File: src/rtl/muldiv_pkg.sv
// Shared opcode constants, op/state enums and decode for the M-extension co-processors.
// Definitions only: no state, no timing.
package muldiv_pkg;

  localparam logic [6:0] OPC_OP        = 7'b0110011;
  localparam logic [6:0] OPC_OP32      = 7'b0111011;
  localparam logic [6:0] FUNCT7_MULDIV = 7'b0000001;

  typedef enum logic [2:0] {
    MUL    = 3'd0,
    MULH   = 3'd1,
    MULHSU = 3'd2,
    MULHU  = 3'd3,
    MULW   = 3'd4
  } mul_op_e;

  typedef enum logic [1:0] {
    IDLE,
    BUSY,
    DONE,
    COOL
  } mul_state_e;

  typedef struct packed {
    logic    vld;
    mul_op_e op;
  } mul_dec_t;

  // funct3 1xx belongs to the divider and must stay invisible here.
  function automatic mul_dec_t mul_decode(input logic [31:0] insn, input logic rv64);
    mul_dec_t d;
    d.vld = 1'b0;
    d.op  = MUL;
    if (insn[31:25] == FUNCT7_MULDIV) begin
      if (insn[6:0] == OPC_OP && insn[14] == 1'b0) begin
        d.vld = 1'b1;
        d.op  = mul_op_e'({1'b0, insn[13:12]});
      end else if (rv64 && insn[6:0] == OPC_OP32 && insn[14:12] == 3'b000) begin
        d.vld = 1'b1;
        d.op  = MULW;
      end
    end
    return d;
  endfunction

endpackage

File: src/rtl/mul_pipe.sv
// Signed W x W multiplier followed by LATENCY-1 register stages; result valid LATENCY-1 cycles after en_i.
// No backpressure: the first stage holds while en_i is low, later stages shift every cycle.
module mul_pipe #(
  parameter int W       = 33,
  parameter int LATENCY = 2
) (
  input  logic              clk_i,
  input  logic              rst_ni,
  input  logic              en_i,
  input  logic signed [W-1:0] a_i,
  input  logic signed [W-1:0] b_i,
  output logic [2*W-3:0]    p_o
);
  localparam int PW = 2*W-2;

  logic signed [PW-1:0] prod;

  // The top two bits of the full product are never consumed, so compute at PW.
  assign prod = PW'(a_i) * PW'(b_i);

  generate
    if (LATENCY == 1) begin : g_comb
      assign p_o = prod;
    end else begin : g_reg
      logic [PW-1:0] stage_q [LATENCY-1];

      always_ff @(posedge clk_i or negedge rst_ni) begin
        if (!rst_ni) begin
          for (int i = 0; i < LATENCY-1; i++) stage_q[i] <= '0;
        end else begin
          if (en_i) stage_q[0] <= prod;
          for (int i = 1; i < LATENCY-1; i++) stage_q[i] <= stage_q[i-1];
        end
      end

      assign p_o = stage_q[LATENCY-2];
    end
  endgenerate

endmodule

File: src/rtl/pcpi_fused_mul.sv
// PCPI multiply co-processor (MUL/MULH/MULHSU/MULHU, MULW on RV64) with a one-entry product cache.
// Ready LATENCY cycles after accept on a miss, 1 on a hit; pcpi_wait stalls the core, dropping pcpi_valid aborts.
module pcpi_fused_mul
  import muldiv_pkg::*;
#(
  parameter int XLEN        = 32,
  parameter int LATENCY     = 2,
  parameter bit ENABLE_FUSE = 1'b1,
  parameter bit ENABLE_WAIT = 1'b1
) (
  input  logic            clk,
  input  logic            resetn,
  input  logic            pcpi_valid,
  input  logic [31:0]     pcpi_insn,
  input  logic [XLEN-1:0] pcpi_rs1,
  input  logic [XLEN-1:0] pcpi_rs2,
  output logic            pcpi_wr,
  output logic [XLEN-1:0] pcpi_rd,
  output logic            pcpi_wait,
  output logic            pcpi_ready
);
  localparam int PW = 2*XLEN;

  function automatic logic [XLEN-1:0] pick(input mul_op_e op, input logic [PW-1:0] p);
    case (op)
      MUL:     return p[XLEN-1:0];
      MULW:    return XLEN'($signed(p[31:0]));
      default: return p[PW-1:XLEN];
    endcase
  endfunction

  mul_state_e      state_q, state_d;
  logic [2:0]      cnt_q, cnt_d;
  mul_op_e         op_q, op_d;
  logic [XLEN-1:0] rs1_q, rs1_d, rs2_q, rs2_d;
  logic [XLEN-1:0] res_q, res_d;
  logic            cache_vld_q, cache_vld_d;
  mul_op_e         cache_op_q, cache_op_d;
  logic [XLEN-1:0] cache_rs1_q, cache_rs1_d, cache_rs2_q, cache_rs2_d;
  logic [PW-1:0]   cache_prod_q, cache_prod_d;

  mul_dec_t          dec;
  logic              req;
  logic              hit;
  logic              pipe_en;
  logic signed [XLEN:0] a_ext, b_ext;
  logic [PW-1:0]     prod;

  assign dec = mul_decode(pcpi_insn, XLEN == 64);
  assign req = (state_q == IDLE) && pcpi_valid && dec.vld;

  // Low half is signedness-independent, so MUL may reuse any entry except MULW's.
  assign hit = ENABLE_FUSE && cache_vld_q &&
               (pcpi_rs1 == cache_rs1_q) && (pcpi_rs2 == cache_rs2_q) &&
               ((dec.op == MUL && cache_op_q != MULW) || (dec.op == cache_op_q));

  assign pipe_en = req && !hit;

  always_comb begin
    a_ext = {1'b0, pcpi_rs1};
    b_ext = {1'b0, pcpi_rs2};
    case (dec.op)
      MULH: begin
        a_ext = {pcpi_rs1[XLEN-1], pcpi_rs1};
        b_ext = {pcpi_rs2[XLEN-1], pcpi_rs2};
      end
      MULHSU: a_ext = {pcpi_rs1[XLEN-1], pcpi_rs1};
      MULW: begin
        a_ext = (XLEN+1)'($signed(pcpi_rs1[31:0]));
        b_ext = (XLEN+1)'($signed(pcpi_rs2[31:0]));
      end
      default: ;
    endcase
  end

  mul_pipe #(
    .W       (XLEN+1),
    .LATENCY (LATENCY)
  ) u_pipe (
    .clk_i  (clk),
    .rst_ni (resetn),
    .en_i   (pipe_en),
    .a_i    (a_ext),
    .b_i    (b_ext),
    .p_o    (prod)
  );

  always_comb begin
    state_d      = state_q;
    cnt_d        = cnt_q;
    op_d         = op_q;
    rs1_d        = rs1_q;
    rs2_d        = rs2_q;
    res_d        = res_q;
    cache_vld_d  = cache_vld_q;
    cache_op_d   = cache_op_q;
    cache_rs1_d  = cache_rs1_q;
    cache_rs2_d  = cache_rs2_q;
    cache_prod_d = cache_prod_q;
    case (state_q)
      IDLE: begin
        if (req) begin
          op_d  = dec.op;
          rs1_d = pcpi_rs1;
          rs2_d = pcpi_rs2;
          if (hit) begin
            res_d   = pick(dec.op, cache_prod_q);
            state_d = DONE;
          end else if (LATENCY == 1) begin
            res_d        = pick(dec.op, prod);
            cache_vld_d  = 1'b1;
            cache_op_d   = dec.op;
            cache_rs1_d  = pcpi_rs1;
            cache_rs2_d  = pcpi_rs2;
            cache_prod_d = prod;
            state_d      = DONE;
          end else begin
            cnt_d   = 3'(LATENCY-1);
            state_d = BUSY;
          end
        end
      end
      BUSY: begin
        cnt_d = cnt_q - 3'd1;
        if (!pcpi_valid) begin
          state_d = IDLE;
        end else if (cnt_d == 3'd0) begin
          res_d        = pick(op_q, prod);
          cache_vld_d  = 1'b1;
          cache_op_d   = op_q;
          cache_rs1_d  = rs1_q;
          cache_rs2_d  = rs2_q;
          cache_prod_d = prod;
          state_d      = DONE;
        end
      end
      DONE:    state_d = COOL;
      COOL:    state_d = IDLE;
      default: state_d = IDLE;
    endcase
  end

  always_ff @(posedge clk or negedge resetn) begin
    if (!resetn) begin
      state_q      <= IDLE;
      cnt_q        <= '0;
      op_q         <= MUL;
      rs1_q        <= '0;
      rs2_q        <= '0;
      res_q        <= '0;
      cache_vld_q  <= 1'b0;
      cache_op_q   <= MUL;
      cache_rs1_q  <= '0;
      cache_rs2_q  <= '0;
      cache_prod_q <= '0;
    end else begin
      state_q      <= state_d;
      cnt_q        <= cnt_d;
      op_q         <= op_d;
      rs1_q        <= rs1_d;
      rs2_q        <= rs2_d;
      res_q        <= res_d;
      cache_vld_q  <= cache_vld_d;
      cache_op_q   <= cache_op_d;
      cache_rs1_q  <= cache_rs1_d;
      cache_rs2_q  <= cache_rs2_d;
      cache_prod_q <= cache_prod_d;
    end
  end

  assign pcpi_ready = (state_q == DONE);
  assign pcpi_wr    = pcpi_ready;
  assign pcpi_rd    = pcpi_ready ? res_q : '0;
  // resetn gates the accept term so every output is 0 throughout reset.
  assign pcpi_wait  = ENABLE_WAIT && resetn && ((state_q == BUSY) || req);

endmodule

File: config.mk
export PLATFORM = sky130hd
export DESIGN_NAME = pcpi_fused_mul
export DESIGN_NICKNAME = d
export VERILOG_FILES = /design/src/rtl/muldiv_pkg.sv /design/src/rtl/mul_pipe.sv /design/src/rtl/pcpi_fused_mul.sv
export SDC_FILE = /design/constraint.sdc
export NUM_CORES = 2
export LEC_CHECK = 0
export CORE_MARGIN = 3
export CORE_UTILIZATION = 59
export CTS_CLUSTER_SIZE = 28
export DETAILED_ROUTE_END_ITERATION = 8
export PLACE_DENSITY = 0.8
export SYNTH_ARGS = -nofsm -noshare
export SYNTH_HDL_FRONTEND = slang
export SYNTH_HIERARCHICAL = 1
export SYNTH_SLANG_ARGS = --single-unit
File: constraint.sdc
create_clock -name clk -period 3.3 [get_ports clk]
set_input_delay 0.99 -clock clk [delete_from_list [all_inputs] [get_ports clk]]
set_output_delay 0.99 -clock clk [all_outputs]
set_load 0.05 [all_outputs]
---- Yosys cells after proc, flatten, opt, wreduce, memory -nomap -nowiden ----
Cells that the tools add are included.
storage, ports and cells
  logic and storage cells ................. 80
  output and inout bits ................... 35
  flip-flop bits (word level) ............. 300
  input bits .............................. 99
operators by class
  $mul .................................... 1
  equal/unequal tests ..................... 19
  mux-type cells .......................... 20
  reductions and logical operators ........ 26
  bitwise gates (word level) .............. 1
  add/sub/neg operators ................... 1
operator list
  operator                                        count
  2-to-1 mux 32 bit                               7
  2-to-1 mux 33 bit                               2
  == test 32 bit                                  2
  multiplier 33 x 33 -> 64 bit                    1
  one-hot mux 32 bit (2 select lines)             1
  inequality test 2 bit (second input constant)   5
  logical AND 1 bit                               9
  zero test 3 bit                                 3
  2-to-1 mux 2 bit                                4
  2-to-1 mux 4 bit                                2
  one-hot mux 2 bit (4 select lines)              1
  == test 7 x 1 -> 1 bit (second input constant)  1
  == test 7 x 6 -> 1 bit (second input constant)  1
  == test 3 bit (second input constant)           2
  2-to-1 mux 3 bit                                2
  inequality test 3 bit (second input constant)   2
  one-hot mux 3 bit (2 select lines)              1
  AND reduction 3 bit                             2
  OR reduction 2 bit                              3
  AND reduction 5 bit                             1
  == test 2 bit (second input constant)           2
  AND reduction 2 bit                             2
  == test 3 x 1 -> 1 bit (second input constant)  1
  == test 3 x 2 -> 1 bit (second input constant)  1
  other kinds (9)                                 10

---- Depth between registers and ports, before layout ----
  depth in word-level cells ............... 11
  gate-level depth with buffers ........... 32
  depth with buffers taken out ............ 30

---- Modules after synthesis ----
The synthesis kept the hierarchy.
by module, submodules not included
  module          sequential area each (sq um)  area an instance (sq um)  instances  cells each
  mul_pipe        1601.5                        40829.2                   1          4340
  pcpi_fused_mul  5855.6                        10960.5                   1          813

---- Worst setup path after synthesis ----
No wires, ideal clock.
  kind .................................... input -> register
  start ................................... in pcpi_insn[14]
  end ..................................... reg u_pipe.g_reg.stage_q, in the netlist u_pipe/p_o[62]
  buffers on the path ..................... 1
  setup time .............................. 0.095 ns
  path slack .............................. -6.162 ns
  arrival time ............................ 9.366 ns
  data required time ...................... 3.205 ns
  stages on the path ...................... 28
  cell sequence ........................... nor4b_1 -> and4_1 -> and2_1 -> ha_1 -> nor2b_1 -> clkbuf_1 -> and2_1 -> fa_1 -> fa_1 -> fa_1 -> inv_1 -> fa_1 -> inv_1 -> fa_1 -> fa_1 -> inv_1 -> fa_1 -> fa_1 -> inv_1 -> ha_1 -> a21oi_1 -> o21bai_1 -> a21oi_1 -> nor4b_1 -> o41ai_1 -> a41o_1 -> o21a_1 -> o31ai_1
RTL lines
  item             RTL line              RTL
  start, declared  pcpi_fused_mul.sv:14  input logic [31:0] pcpi_insn,
  end, declared    mul_pipe.sv:25        logic [PW-1:0] stage_q [LATENCY-1];

---- Final worst setup path ----
  start ................................... in pcpi_insn[31]
  end ..................................... reg u_pipe.g_reg.stage_q, in the netlist u_pipe/p_o[59]
between the ends
  elaborated cells on any way between the ends .. 18
  classes of those cells .................. 1 x mul; 5 x eq/ne; 3 x mux; 9 x reduce/logical
RTL lines
  item                                         RTL line              RTL
  == test 7 x 1 -> 1 bit *                     muldiv_pkg.sv:34      if (insn[31:25] == FUNCT7_MULDIV) begin
  2-to-1 mux 4 bit *                           muldiv_pkg.sv:34
  == test 3 bit, or another cell as far along  pcpi_fused_mul.sv:62  case (dec.op)
  OR reduction 3 bit (no source line) *        --
  2-to-1 mux 33 bit *                          pcpi_fused_mul.sv:62
  named net a_ext[32]                          pcpi_fused_mul.sv:46  logic signed [XLEN:0] a_ext, b_ext;
  multiplier 33 x 33 -> 64 bit *               mul_pipe.sv:19        assign prod = PW'(a_i) * PW'(b_i);
The timed path passes the listed nets; every way through them passes the cells marked *.
A chain may end at the register's enable or synchronous reset.

==> reports/metrics.yaml <==
setup_path:
  cp_max_fo: 6
  critPathBufInv: 9
  crit_type: "primary input to register"
  path_common_cell: "fa_1"
  cp-end-kind: "register"
  cpPeakStageDelay_ns: 0.60
  slowest_stage: "fa_1"
  crit_required_ns: 3.83
  start_kind: "primary input"
  worst_ep_arrival_time_ns: 9.87
  crit_family: "adder cells"
clock_network:
  clock_path_buffers: 3
  cts_root_buffer: "clkbuf_16"
  cts.clk_slew.worst_paths_ns: 0.07
  holdBufCountCts: 0
  clkSinkCount: 298
  cts_made_buffers: 31
  cts_tree: "done"
  cts_max_level: 1
  clk-insertion-delay-late_ns: 0.67
floorplan:
  io_pins: 134
  dieArea_um2: 91400
  die_width_um: 302
  coreArea_um2: 86900
  initial_utilization_pct: 59.6
  num_rows: 108
  die_y_um: 302
timing:
  min_period_over_period_pct: 283
  skew_ns: 0.0290
  setup_violations: 105
  worst_pin_slew_ns: 1.07
  hold_viol_final: 0
  slew-limit-headroom_pct: 28.6
  fmax_ghz: 0.107
  worst_slack_ns: -6.04
  final_max_slew_viol_count: 0
  finalCriticalPeriod_ns: 9.34
  fin_tns_setup_ns: -300.30
  rsz0062_at_grt: "yes"
logic_synthesis:
  ys_ff_latch: 298
  netlist_instances: 5153
  synth-edff-count: 0
  synthArstFlopShare_pct: 100
  syn-num-nets: 6593
  syn-cell-area_um2: 51800
  avgSynthCellArea_um2: 10.1
  netlist-cell-type-count: 74
  ys_seq_area_share_pct: 14.4
  yosysWarnings: 6
  synth_ff_type: "dfrtp_1"
detailed_routing:
  drc_errors: 123
  wl_per_cell_um: 30.8
  ant_nets: 0
  routed_wl_um: 217000
  first_pass_iters: 9
  dr_total_vias: 46597
  routed_via_density: 6.62
  drt_iter0_markers: 6930
status:
  violations: "design-rule violations, negative setup slack"
  outcome: "finished, violations left"
layout:
  final_common_cell: "fa_1"
  multi_input_area_um2: 42000
  ff_latch_area_um2: 7460
  layout.filler_cells: 4537
  nets: 7262
  final_cell_mix: "1061 x fa_1, 992 x inv_1, 558 x nand2_1, 521 x and2_1, 518 x buf_4"
  layout-drive-gt1-share_pct: 29.1
  area_delta_synth_final_pct: 27.8
grt:
  grt_max_degree: 91
  grt_pass1_wl_um: 280000
  overflow: 0
  grt_pass1_vias: 48719
  antenna_found_initial: 35
  grt_usage_pct: 40.8
place:
  place.gp.congestion: 0.958
  post-dp-hpwl_um: 118000
  port_buffers: 118
worst_hold_path:
  min_path_type: "primary input to asynchronous set/reset pin"
job:
  max_cap_viol_count: 0
Yosys cell counts (8+ instances only):
library cell | instances | area [um2]
o21bai_1 | 11 | 82.6
nand4_1 | 21 | 131
a211oi_1 | 44 | 330
o21a_1 | 12 | 90.1
nor2_1 | 42 | 158
a21o_1 | 29 | 218
mux2_4 | 30 | 450
ha_1 | 216 | 2700
and2_1 | 585 | 3660
mux2i_1 | 33 | 330
dfrtp_1 | 298 | 7460
fa_1 | 1125 | 22500
o211ai_1 | 8 | 60.1
and3_1 | 11 | 68.8
nor4_1 | 17 | 106
inv_1 | 1089 | 4090
clkbuf_1 | 240 | 901
nand2_1 | 587 | 2200
xor2_1 | 64 | 561
buf_2 | 24 | 120
mux2_2 | 236 | 2660
nand3_1 | 21 | 105
xnor2_1 | 59 | 517
nand2b_1 | 14 | 87.6
a31oi_1 | 10 | 62.6
a21oi_1 | 112 | 561
o21ai_0 | 42 | 210
nor3_1 | 12 | 60.1
nor2b_1 | 65 | 407
path summary, 6_finish.rpt:
path / startpoint / endpoint / slack (ns) / cells after the start
min in group clk: cache_vld_q / cache_vld_q / 0.50 / 1
max in group asynchronous: resetn / cache_prod_q[26] / 1.72 / 2
hold / removal: resetn / res_q[2] / 0.20 / 1
setup reg to reg: cache_rs1_q[3] / u_pipe/p_o[49] / -0.68 / 11
hold reg to reg: cache_vld_q / cache_vld_q / 0.50 / 1
setup / recovery: pcpi_insn[31] / u_pipe/p_o[59] / -6.04 / 32
cell families after synthesis:
| kind of cell | count (synthesis) | synth area share [%] |
|---|---|---|
| flip-flops | 298 | 14.4 |
| adder cells (fa/ha/maj) | 1341 | 48.7 |
| AND/OR/NAND/NOR | 1407 | 14.0 |
| XOR/XNOR | 125 | 2.17 |
| buffers and inverters | 1363 | 9.99 |
| AO/OA/AOI/OAI | 320 | 4.11 |
| multiplexers | 299 | 6.64 |
layout make-up:
type | instances | area share, %
clock inverter | 12 | 0.208
multi-input combinational | 3492 | 63.4
sequential | 298 | 11.3
tap | 1155 | 2.18
clock buffer | 44 | 1.35
inverter | 1089 | 6.20
timing repair buffer | 910 | 15.2
antenna | 35 | 0.132
routing by layer:
| metal | share of wire, % | global-route usage, % | up-vias |
|---|---|---|---|
| met5 | 0.60 | 0 | - |
| met4 | 12 | 30.7 | 35 |
| met3 | 16 | 12.7 | 2267 |
| met2 | 43 | 65.2 | 4920 |
| met1 | 29 | 46.2 | 22625 |
| li1 | - | - | 16750 |
per-stage QoR:
step / area [um2] / util [%] / std cells / hold slack (ns) / worst slack, ns
after global routing: 66100 / 76.1 / 7020 / 0.213 / -6.33
after detailed placement: 60000 / 69.1 / 6731 / 0.447 / -6.43
after global placement: 60000 / 69.1 / 6731 / 0.443 / -6.22
after CTS: 64900 / 74.6 / 6953 / 0.235 / -5.40
after floorplan: 53100 / - / 5153 / 0.425 / -5.59
final: 66200 / 76.2 / 7035 / 0.199 / -6.04
flip-flops by register name, summed over array words and instances, names as in the netlist:
name,cells
cnt_q,3
cache_rs2_q,32
cache_op_q,2
rs2_q,32
state_q,2
cache_rs1_q,32
rs1_q,32
res_q,32
op_q,2
cache_vld_q,1
u_pipe/p_o,64
cache_prod_q,64
what timing repair did:
action	CTS	global route
resized for setup	650	259
pin swaps	221	207
buffers inserted	150	61
gates cloned	30	1
setup endpoints to repair	166	168
Power is not shown: default switching activity piles up to over one toggle a cycle in this logic, so the estimate is an artifact.
